`src/rtl/tx_pkg.sv`:
```
// Shared constants and helpers for the TX interpolator: rate encoding,
// per-rate tick period and output scaling shift.
package tx_pkg;

    localparam logic [1:0] RATE_48K  = 2'b00;
    localparam logic [1:0] RATE_96K  = 2'b01;
    localparam logic [1:0] RATE_192K = 2'b10;

    localparam int BASE_PERIOD   = 2560;
    // Bit growth of a 3-stage CIC at the largest ratio: ceil(2*log2(2560))
    localparam int CIC_GROWTH    = 23;
    localparam int DEF_IN_WIDTH  = 16;
    localparam int DEF_OUT_WIDTH = 22;
    localparam int DEF_ACC_WIDTH = DEF_IN_WIDTH + CIC_GROWTH;

    // Encoding 11 is an alias of the 192 kHz setting.
    function automatic logic [1:0] norm_rate(input logic [1:0] r);
        return (r == 2'b11) ? RATE_192K : r;
    endfunction

    function automatic int period(input logic [1:0] r);
        return BASE_PERIOD >> norm_rate(r);
    endfunction

    function automatic int shift(input logic [1:0] r, input int in_w, input int out_w);
        return in_w + CIC_GROWTH - out_w - 2 * int'(norm_rate(r));
    endfunction

endpackage

```
`src/rtl/cic_interp_core.sv`:
```
// One channel of the CIC interpolator: combs at the sample rate, zero-stuffing,
// integrators at the clock rate and a rate-dependent output shift.
module cic_interp_core
    import tx_pkg::*;
#(
    parameter int STAGES    = 3,
    parameter int IN_WIDTH  = DEF_IN_WIDTH,
    parameter int OUT_WIDTH = DEF_OUT_WIDTH,
    parameter int ACC_WIDTH = IN_WIDTH + CIC_GROWTH
) (
    input  logic                        clock,
    input  logic                        reset,
    input  logic                        clear,
    input  logic                        tick,
    input  logic [1:0]                  rate_r,
    input  logic signed [IN_WIDTH-1:0]  sample,
    output logic signed [OUT_WIDTH-1:0] out_data
);

    logic signed [ACC_WIDTH-1:0]  sample_ext;
    logic signed [ACC_WIDTH-1:0]  up_reg;
    logic signed [OUT_WIDTH-1:0]  out_reg;
    logic [5:0]                   shift_amt;

    assign sample_ext = {{(ACC_WIDTH-IN_WIDTH){sample[IN_WIDTH-1]}}, sample};
    assign shift_amt  = 6'(shift(rate_r, IN_WIDTH, OUT_WIDTH));

    genvar gi;
    generate
        for (gi = 0; gi < STAGES; gi++) begin : g_comb
            logic signed [ACC_WIDTH-1:0] diff_in;
            logic signed [ACC_WIDTH-1:0] diff_out;
            logic signed [ACC_WIDTH-1:0] dly_reg;

            if (gi == 0) begin : g_first
                assign diff_in = sample_ext;
            end else begin : g_next
                assign diff_in = g_comb[gi-1].diff_out;
            end

            assign diff_out = diff_in - dly_reg;

            // Comb delays advance only at the low (sample) rate.
            always_ff @(posedge clock or posedge reset) begin
                if (reset) begin
                    dly_reg <= '0;
                end else if (clear) begin
                    dly_reg <= '0;
                end else if (tick) begin
                    dly_reg <= diff_in;
                end
            end
        end
    endgenerate

    // Zero-stuffing: the comb result is injected only on the tick cycle.
    always_ff @(posedge clock or posedge reset) begin
        if (reset) begin
            up_reg <= '0;
        end else if (clear) begin
            up_reg <= '0;
        end else begin
            up_reg <= tick ? g_comb[STAGES-1].diff_out : '0;
        end
    end

    generate
        for (gi = 0; gi < STAGES; gi++) begin : g_integ
            logic signed [ACC_WIDTH-1:0] acc_in;
            logic signed [ACC_WIDTH-1:0] acc_reg;

            if (gi == 0) begin : g_first
                assign acc_in = up_reg;
            end else begin : g_next
                assign acc_in = g_integ[gi-1].acc_reg;
            end

            always_ff @(posedge clock or posedge reset) begin
                if (reset) begin
                    acc_reg <= '0;
                end else if (clear) begin
                    acc_reg <= '0;
                end else begin
                    acc_reg <= acc_reg + acc_in;
                end
            end
        end
    endgenerate

    always_ff @(posedge clock or posedge reset) begin
        if (reset) begin
            out_reg <= '0;
        end else if (clear) begin
            out_reg <= '0;
        end else begin
            out_reg <= OUT_WIDTH'(g_integ[STAGES-1].acc_reg >>> shift_amt);
        end
    end

    assign out_data = out_reg;

endmodule

```
`src/rtl/tx_interp.sv`:
```
// TX baseband upsampler: pulls I/Q samples from the host FIFO once per period
// and interpolates them to the system clock through two CIC channels.
module tx_interp
    import tx_pkg::*;
#(
    parameter int STAGES    = 3,
    parameter int IN_WIDTH  = DEF_IN_WIDTH,
    parameter int OUT_WIDTH = DEF_OUT_WIDTH,
    parameter int ACC_WIDTH = IN_WIDTH + CIC_GROWTH
) (
    input  logic                        clock,
    input  logic                        reset,
    input  logic [1:0]                  rate,
    output logic                        in_req,
    input  logic                        in_valid,
    input  logic signed [IN_WIDTH-1:0]  in_data_I,
    input  logic signed [IN_WIDTH-1:0]  in_data_Q,
    output logic signed [OUT_WIDTH-1:0] out_data_I,
    output logic signed [OUT_WIDTH-1:0] out_data_Q,
    output logic                        underrun,
    output logic                        overrun
);

    localparam int CNT_W = 12;

    logic [1:0]                 rate_r;
    logic [1:0]                 rate_n;
    logic                       rate_chg;
    logic                       tick;
    logic [CNT_W-1:0]           count_reg;
    logic                       held_reg;
    logic signed [IN_WIDTH-1:0] hold_i_reg;
    logic signed [IN_WIDTH-1:0] hold_q_reg;
    logic signed [IN_WIDTH-1:0] cons_i;
    logic signed [IN_WIDTH-1:0] cons_q;

    assign rate_n   = norm_rate(rate);
    assign rate_chg = (rate_n != rate_r);
    // A rate change suppresses the tick; the reloaded counter fires one clock later.
    assign tick     = !reset && !rate_chg && (count_reg == '0);

    always_ff @(posedge clock or posedge reset) begin
        if (reset) begin
            rate_r    <= RATE_48K;
            count_reg <= '0;
        end else if (rate_chg) begin
            rate_r    <= rate_n;
            count_reg <= '0;
        end else if (tick) begin
            count_reg <= CNT_W'(period(rate_r) - 1);
        end else begin
            count_reg <= count_reg - 1'b1;
        end
    end

    always_ff @(posedge clock or posedge reset) begin
        if (reset) begin
            held_reg   <= 1'b0;
            hold_i_reg <= '0;
            hold_q_reg <= '0;
        end else if (rate_chg) begin
            held_reg   <= 1'b0;
            hold_i_reg <= '0;
            hold_q_reg <= '0;
        end else if (tick) begin
            held_reg   <= 1'b0;
        end else if (in_valid) begin
            held_reg   <= 1'b1;
            hold_i_reg <= in_data_I;
            hold_q_reg <= in_data_Q;
        end
    end

    // Live input beats the held copy; with neither, silence is injected.
    always_comb begin
        cons_i = '0;
        cons_q = '0;
        if (in_valid) begin
            cons_i = in_data_I;
            cons_q = in_data_Q;
        end else if (held_reg) begin
            cons_i = hold_i_reg;
            cons_q = hold_q_reg;
        end
    end

    assign in_req   = tick;
    assign underrun = tick && !in_valid && !held_reg;
    assign overrun  = !tick && !rate_chg && in_valid && held_reg;

    cic_interp_core #(
        .STAGES    (STAGES),
        .IN_WIDTH  (IN_WIDTH),
        .OUT_WIDTH (OUT_WIDTH),
        .ACC_WIDTH (ACC_WIDTH)
    ) u_core_i (
        .clock    (clock),
        .reset    (reset),
        .clear    (rate_chg),
        .tick     (tick),
        .rate_r   (rate_r),
        .sample   (cons_i),
        .out_data (out_data_I)
    );

    cic_interp_core #(
        .STAGES    (STAGES),
        .IN_WIDTH  (IN_WIDTH),
        .OUT_WIDTH (OUT_WIDTH),
        .ACC_WIDTH (ACC_WIDTH)
    ) u_core_q (
        .clock    (clock),
        .reset    (reset),
        .clear    (rate_chg),
        .tick     (tick),
        .rate_r   (rate_r),
        .sample   (cons_q),
        .out_data (out_data_Q)
    );

endmodule

```
`config.mk`:
```
export PLATFORM = sky130hd
export DESIGN_NAME = tx_interp
export DESIGN_NICKNAME = d
export VERILOG_FILES = /design/src/rtl/tx_pkg.sv /design/src/rtl/cic_interp_core.sv /design/src/rtl/tx_interp.sv
export SDC_FILE = /design/constraint.sdc
export NUM_CORES = 2
export LEC_CHECK = 0
export CAP_MARGIN = 30
export CELL_PAD_IN_SITES_DETAIL_PLACEMENT = 1
export CELL_PAD_IN_SITES_GLOBAL_PLACEMENT = 1
export CORE_MARGIN = 2
export CORE_UTILIZATION = 50
export DETAILED_ROUTE_END_ITERATION = 12
export PLACE_DENSITY_LB_ADDON = 0.1
export SYNTH_ARGS = -nofsm -noshare
export SYNTH_HDL_FRONTEND = slang
export SYNTH_SLANG_ARGS = --single-unit
```
`constraint.sdc`:
```
create_clock -name clock -period 30.9 [get_ports clock]
set_input_delay 9.27 -clock clock [delete_from_list [all_inputs] [get_ports clock]]
set_output_delay 9.27 -clock clock [all_outputs]
set_load 0.1 [all_outputs]
```
Word-level counts from Yosys, hierarchy flattened
Index checks and enable logic that the tools add are counted.
{"block": "op_classes", "addsub": 15, "n_eq_ne": 4, "shifts": 3, "n_mux": 41, "reduce_logical": 17}
{"cell": "two-way mux 39 bit", "count": 22}
{"cell": "adder 39 bit", "count": 6}
{"cell": "two-way mux 16 bit", "count": 10}
{"cell": "subtractor 39 bit", "count": 4}
{"cell": ">>> shifter 39 x 6 -> 22 bit", "count": 2}
{"cell": "subtractor 16 x 39 -> 39 bit", "count": 2}
{"cell": "two-way mux 22 bit", "count": 2}
{"cell": "two-way mux 12 bit", "count": 2}
{"cell": "logical NOT 12 bit", "count": 1}
{"cell": ">> shifter 12 x 2 -> 12 bit, first input constant", "count": 1}
{"cell": "subtractor 12 x 1 -> 12 bit, second input constant", "count": 1}
{"cell": "subtractor 12 x 2 -> 12 bit, second input constant", "count": 1}
{"cell": "logical AND 1 bit", "count": 7}
{"cell": "subtractor 5 x 3 -> 6 bit, first input constant", "count": 1}
{"cell": "logical NOT 1 bit", "count": 5}
{"cell": "== test 2 bit, second input constant", "count": 2}
{"cell": "two-way mux 2 bit", "count": 2}
{"cell": "nonzero test 2 bit", "count": 2}
{"cell": "two-way mux 1 bit", "count": 3}
{"cell": "nonzero test 3 bit", "count": 1}
{"cell": "!= test 2 bit", "count": 1}
{"cell": "!= test 2 bit, second input constant", "count": 1}
{"cell": "AND reduction 2 bit", "count": 1}
{"block": "totals", "ff_bits": 637, "inputBits": 37, "output_inout_bits": 47, "wordCells": 101}

Longest topological paths before layout
{"block": "logic_depth", "word_depth": 10, "ltp_mapped": 39, "depth_no_buf": 36}

Cells and area by module
Synthesis repeated with hierarchy kept, for this count alone.
{"block": "unflattened", "hier_cells": 4842, "area_unflattened_um2": 42273.0}
{"mod": "cic_interp_core at u_core_i", "instances": 1, "cells_each": 2282, "area_per_inst_um2": 19907.8, "seq_area_each_um2": 6806.5}
{"mod": "cic_interp_core at u_core_q", "instances": 1, "cells_each": 2262, "area_per_inst_um2": 19865.3, "seq_area_each_um2": 6806.5}
{"mod": "tx_interp", "instances": 1, "cells_each": 298, "area_per_inst_um2": 2499.9, "seq_area_each_um2": 1176.1}

Worst setup path after synthesis
Ideal clock, no wire load.
{"block": "synth_path", "kind": "input to output", "startpoint": "in rate[1]", "endpoint": "out underrun", "arrival_time_ns": 12.527, "t_required_ns": 21.630, "slack_ns": 9.103, "cell_stages": 9, "n_path_buf": 3, "cell_sequence": "nor3_1 a21oi_1 nor2_1 a21o_1 clkbuf_1 nand3_1 clkbuf_1 clkbuf_1 nor3_1"}
{"block": "synth_between", "elab_chain_cells": 8}
{"item": "start: declaration", "line": "tx_interp.sv:13", "source": "input logic [1:0] rate,"}
{"item": "== test 2 bit", "line": "tx_pkg.sv:18", "source": "return (r == 2'b11) ? RATE_192K : r;"}
{"item": "two-way mux 2 bit (*)", "line": "tx_pkg.sv:18"}
{"item": "!= test 2 bit (*)", "line": "tx_interp.sv:38", "source": "assign rate_chg = (rate_n != rate_r);"}
{"item": "logical NOT 1 bit (*)", "line": "tx_interp.sv:40", "source": "assign tick = !reset && !rate_chg && (count_reg == '0);"}
{"item": "logical AND 1 bit (*) (2 in series)", "line": "tx_interp.sv:40"}
{"item": "logical AND 1 bit (*) (2 in series)", "line": "tx_interp.sv:88", "source": "assign underrun = tick && !in_valid && !held_reg;"}
{"item": "end: declaration", "line": "tx_interp.sv:20", "source": "output logic underrun,"}
Mark *: on every way between the ends. The rest lies on a longest branch, timed or not.

Worst setup path after layout
{"block": "layout_path", "startpoint": "in rate[1]", "endpoint": "out in_req"}
{"block": "layout_between", "elab_chain_cells": 6}
{"item": "== test 2 bit", "line": "tx_pkg.sv:18"}
{"item": "two-way mux 2 bit (*)", "line": "tx_pkg.sv:18"}
{"item": "!= test 2 bit (*)", "line": "tx_interp.sv:38"}
{"item": "logical NOT 1 bit (*)", "line": "tx_interp.sv:40"}
{"item": "logical AND 1 bit (*) (2 in series)", "line": "tx_interp.sv:40"}
{"item": "end: declaration", "line": "tx_interp.sv:14", "source": "output logic in_req,"}
Marks and branches as above.

==> run_results.csv <==
group,metric,value,unit
outcome,outcome,"completed",
yosys,post_synth.cell_area_avg,8.69,sq um
route,drt-initial-drc-count,1545,
finish,final_cell_mix,"dfrtp_1, nor2_1, nand2_1",
min_path,hp-class,"reg2reg",
die,fp-row-count,105,
cts,cts_setup_buffers,0,
flow_run,max_cap_viol_count,0,
route,routed-via-count,34200,
yosys,netlist_instances,4747,
route,firstDrtPassIters,4,
placed_design,hpwlAfterDp,76.3,mm
finish,final-instance-count-excl-fill,5883,
finish,final_nets,5231,
sta,finalSetupViolCount,0,
yosys,syn-cell-area,41200,sq um
die,coreArea,81800,sq um
grt,grt_max_degree,203,
setup_path,end_kind,"output port",
cts,numCtsBuffers,72,
die,pin_count,84,
yosys,ys_seq_elements,591,
power_and_ir_drop,ir_drop,0.0000596,V
cts,numClockSinks,591,
die,die_w,291,um
placed_design,numPlacedInstances,5759,
route,ant_nets,0,
route,highest_layer,"met4",
yosys,synth-edff-count,0,
yosys,seq_area_frac_synth,35.9,%
cts,cts_max_level,3,
grt,grt_pass1_vias,35300,
die,die_h,291,um
cts,cts_buffer_depth,3,
cts,cts_root_buffer,"clkbuf_16",
yosys,synth-async-reset-ratio,100,%
route,wl_met2,47.8,mm
power_and_ir_drop,internal_power,1.88,mW
route,wl_per_cell,18.0,um
finish,drive_gt1_share,4.09,%
power_and_ir_drop,p_clk_share,26.9,%
yosys,synth_flop_cell,"dfrtp_1",
power_and_ir_drop,p_sw_share,39.2,%
setup_path,critPathMaxFanout,44,
setup_path,cp.required,21.63,ns
cts,hold_buffers,0,
sta,worst_slew_pin_slew,1.09,ns
cts,cts.repair.resized,0,
route,wl,106,mm
sta,clock-skew-final,0.0214,ns
finish,layout_commonest_cell,"dfrtp_1",
finish,antenna_cells,0,
route,wl_met1,53.7,mm
placed_design,gp_congestion,0.840,
yosys,ys_warn_count,0,
yosys,ys_types,81,
route,drc,0,
power_and_ir_drop,p_leak,22.1,nW
placed_design,io_buffer_count,83,
sta,fmax,45.1,MHz
grt,antenna_found_initial,0,
finish,area_growth,10.2,%
setup_path,crit_arrival,12.92,ns
power_and_ir_drop,p_sw,1.22,mW
yosys,syn-num-nets,5213,
cts,clk_latency,0.62,ns
power_and_ir_drop,seq_power_share,27.4,%
cts,cts_tree,"yes",
grt,grt_pass1_wl,180,mm
sta,finalCriticalPeriod,22.19,ns
setup_path,critical_path_class,"in2out",
power_and_ir_drop,power.density,68.2,nW/um^2
sta,final_max_slew_viol_count,0,
route,viasPerCell,5.82,
grt,grt-ovfl-total,0,
grt,track_usage,25.1,%
sta,relSlewSlack,27.1,%
power_and_ir_drop,power_frac_comb,45.7,%
sta,hold_viol_final,0,
route,dr_wl_met3,2.86,mm
sta,fin_setup_tns,0,ns
sta,rsz0062_at_grt,"false",
die,die-area,84800,sq um
sta,period_share,71.8,%
cts,clkTransAtPathRegs,0.06,ns
setup_path,critPathLaunchType,"input port",
die,start_util,50.4,%
-- synthesized netlist by cell type (14+ instances only) --
cell | count | share of area [%]
buf_1 | 22 | 0.20
o21ai_1 | 15 | 0.18
o21bai_1 | 47 | 0.86
nor2_1 | 551 | 5.0
nand3_1 | 160 | 1.9
o21ai_0 | 208 | 2.5
xor2_1 | 158 | 3.4
fa_1 | 16 | 0.78
o31ai_1 | 35 | 0.64
a211oi_1 | 64 | 1.2
a22o_1 | 53 | 1.1
dfrtp_1 | 591 | 36
inv_1 | 281 | 2.6
a211o_1 | 17 | 0.36
mux2i_1 | 47 | 1.1
nand4_1 | 28 | 0.42
and2_1 | 37 | 0.56
or2_2 | 19 | 0.29
and3_1 | 41 | 0.62
clkbuf_1 | 143 | 1.3
ha_1 | 413 | 13
o41ai_1 | 14 | 0.30
o21a_1 | 69 | 1.3
a21oi_1 | 382 | 4.6
xnor2_1 | 190 | 4.0
nor2b_1 | 51 | 0.77
or3_1 | 19 | 0.29
a21o_1 | 206 | 3.8
nor3_1 | 79 | 0.96
nand2b_1 | 51 | 0.77
a31oi_1 | 49 | 0.74
nand2_1 | 479 | 4.4
o211ai_1 | 22 | 0.40
-- cell families (layout without fill, tap and decap cells) --
logic type / after synthesis / after routing / synth area share, %
AOI/OAI and AO/OA: 1315 / 1315 / 21.1
xor gates and xnor gates: 349 / 349 / 7.45
adders and majority gates: 429 / 429 / 13.3
buffers and inverters: 447 / 513 / 4.07
DFF: 591 / 591 / 35.9
muxes: 47 / 47 / 1.14
and+or+nand+nor: 1569 / 1569 / 17.1
-- critical path, cell delays in order --
cell             delay, ns
clkdlybuf4s50_1       0.46
nor3_1                0.20
a21oi_1               0.06
nor2_1                0.28
a21o_4                0.49
nand3_4               0.20
clkinv_2              0.58
clkdlybuf4s50_1       1.27
-- path summary, 6_finish.rpt --
kind	startpoint	end	slack, ns	cells after the start
worst max-delay path	rate[1]	in_req	8.71	8
worst min-delay path	u_core_q.g_comb[1].dly_reg[17]	u_core_q.g_comb[1].dly_reg[17]	0.47	2
worst max register to register	held_reg	u_core_q.g_integ[0].acc_in[38]	21.38	36
worst min register to register	u_core_q.g_comb[1].dly_reg[17]	u_core_q.g_comb[1].dly_reg[17]	0.47	2
max in group asynchronous	reset	rate_r[0]	19.77	5
min in group asynchronous	reset	count_reg[9]	9.17	2
-- final cells by class --
cell class / count / area [sq um]
Fill cell: 9618 / 36400
Multi-Input combinational cell: 3709 / 24800
Sequential cell: 591 / 14800
Clock buffer: 113 / 2240
Tap cell: 1070 / 1340
Timing Repair Buffer: 110 / 1150
Inverter: 281 / 1060
Clock inverter: 9 / 66.3
-- routing by layer --
layer / track usage [%] / vias to the layer above
met5: 0 / -
met4: 5.59 / 0
met3: 2.48 / 103
met2: 40.8 / 383
met1: 36.3 / 17000
li1: - / 16800
-- power groups by stage --
stage	logic (mW)	registers, mW	clock network (mW)
2_1_floorplan	1.09	0.854	0
3_3_place_gp	1.37	0.860	0
3_5_place_dp	1.40	0.863	0
4_1_cts	1.41	0.849	0.859
5_1_grt	1.58	0.855	0.888
6_report	1.42	0.850	0.834
-- stage by stage --
stage	total power [mW]	area (sq um)	utilization, %	setup slack, ns	hold slack [ns]
after floorplan	1.94	41200	-	5.09	0.439
after global placement	2.23	43000	52.6	8.75	0.452
after detailed placement	2.26	43100	52.6	8.65	0.456
after CTS	3.12	45400	55.5	8.71	0.469
after global routing	3.32	45400	55.5	8.53	0.495
final	3.10	45400	55.5	8.71	0.467
No activity file was read; power rests on OpenSTA's default activity.
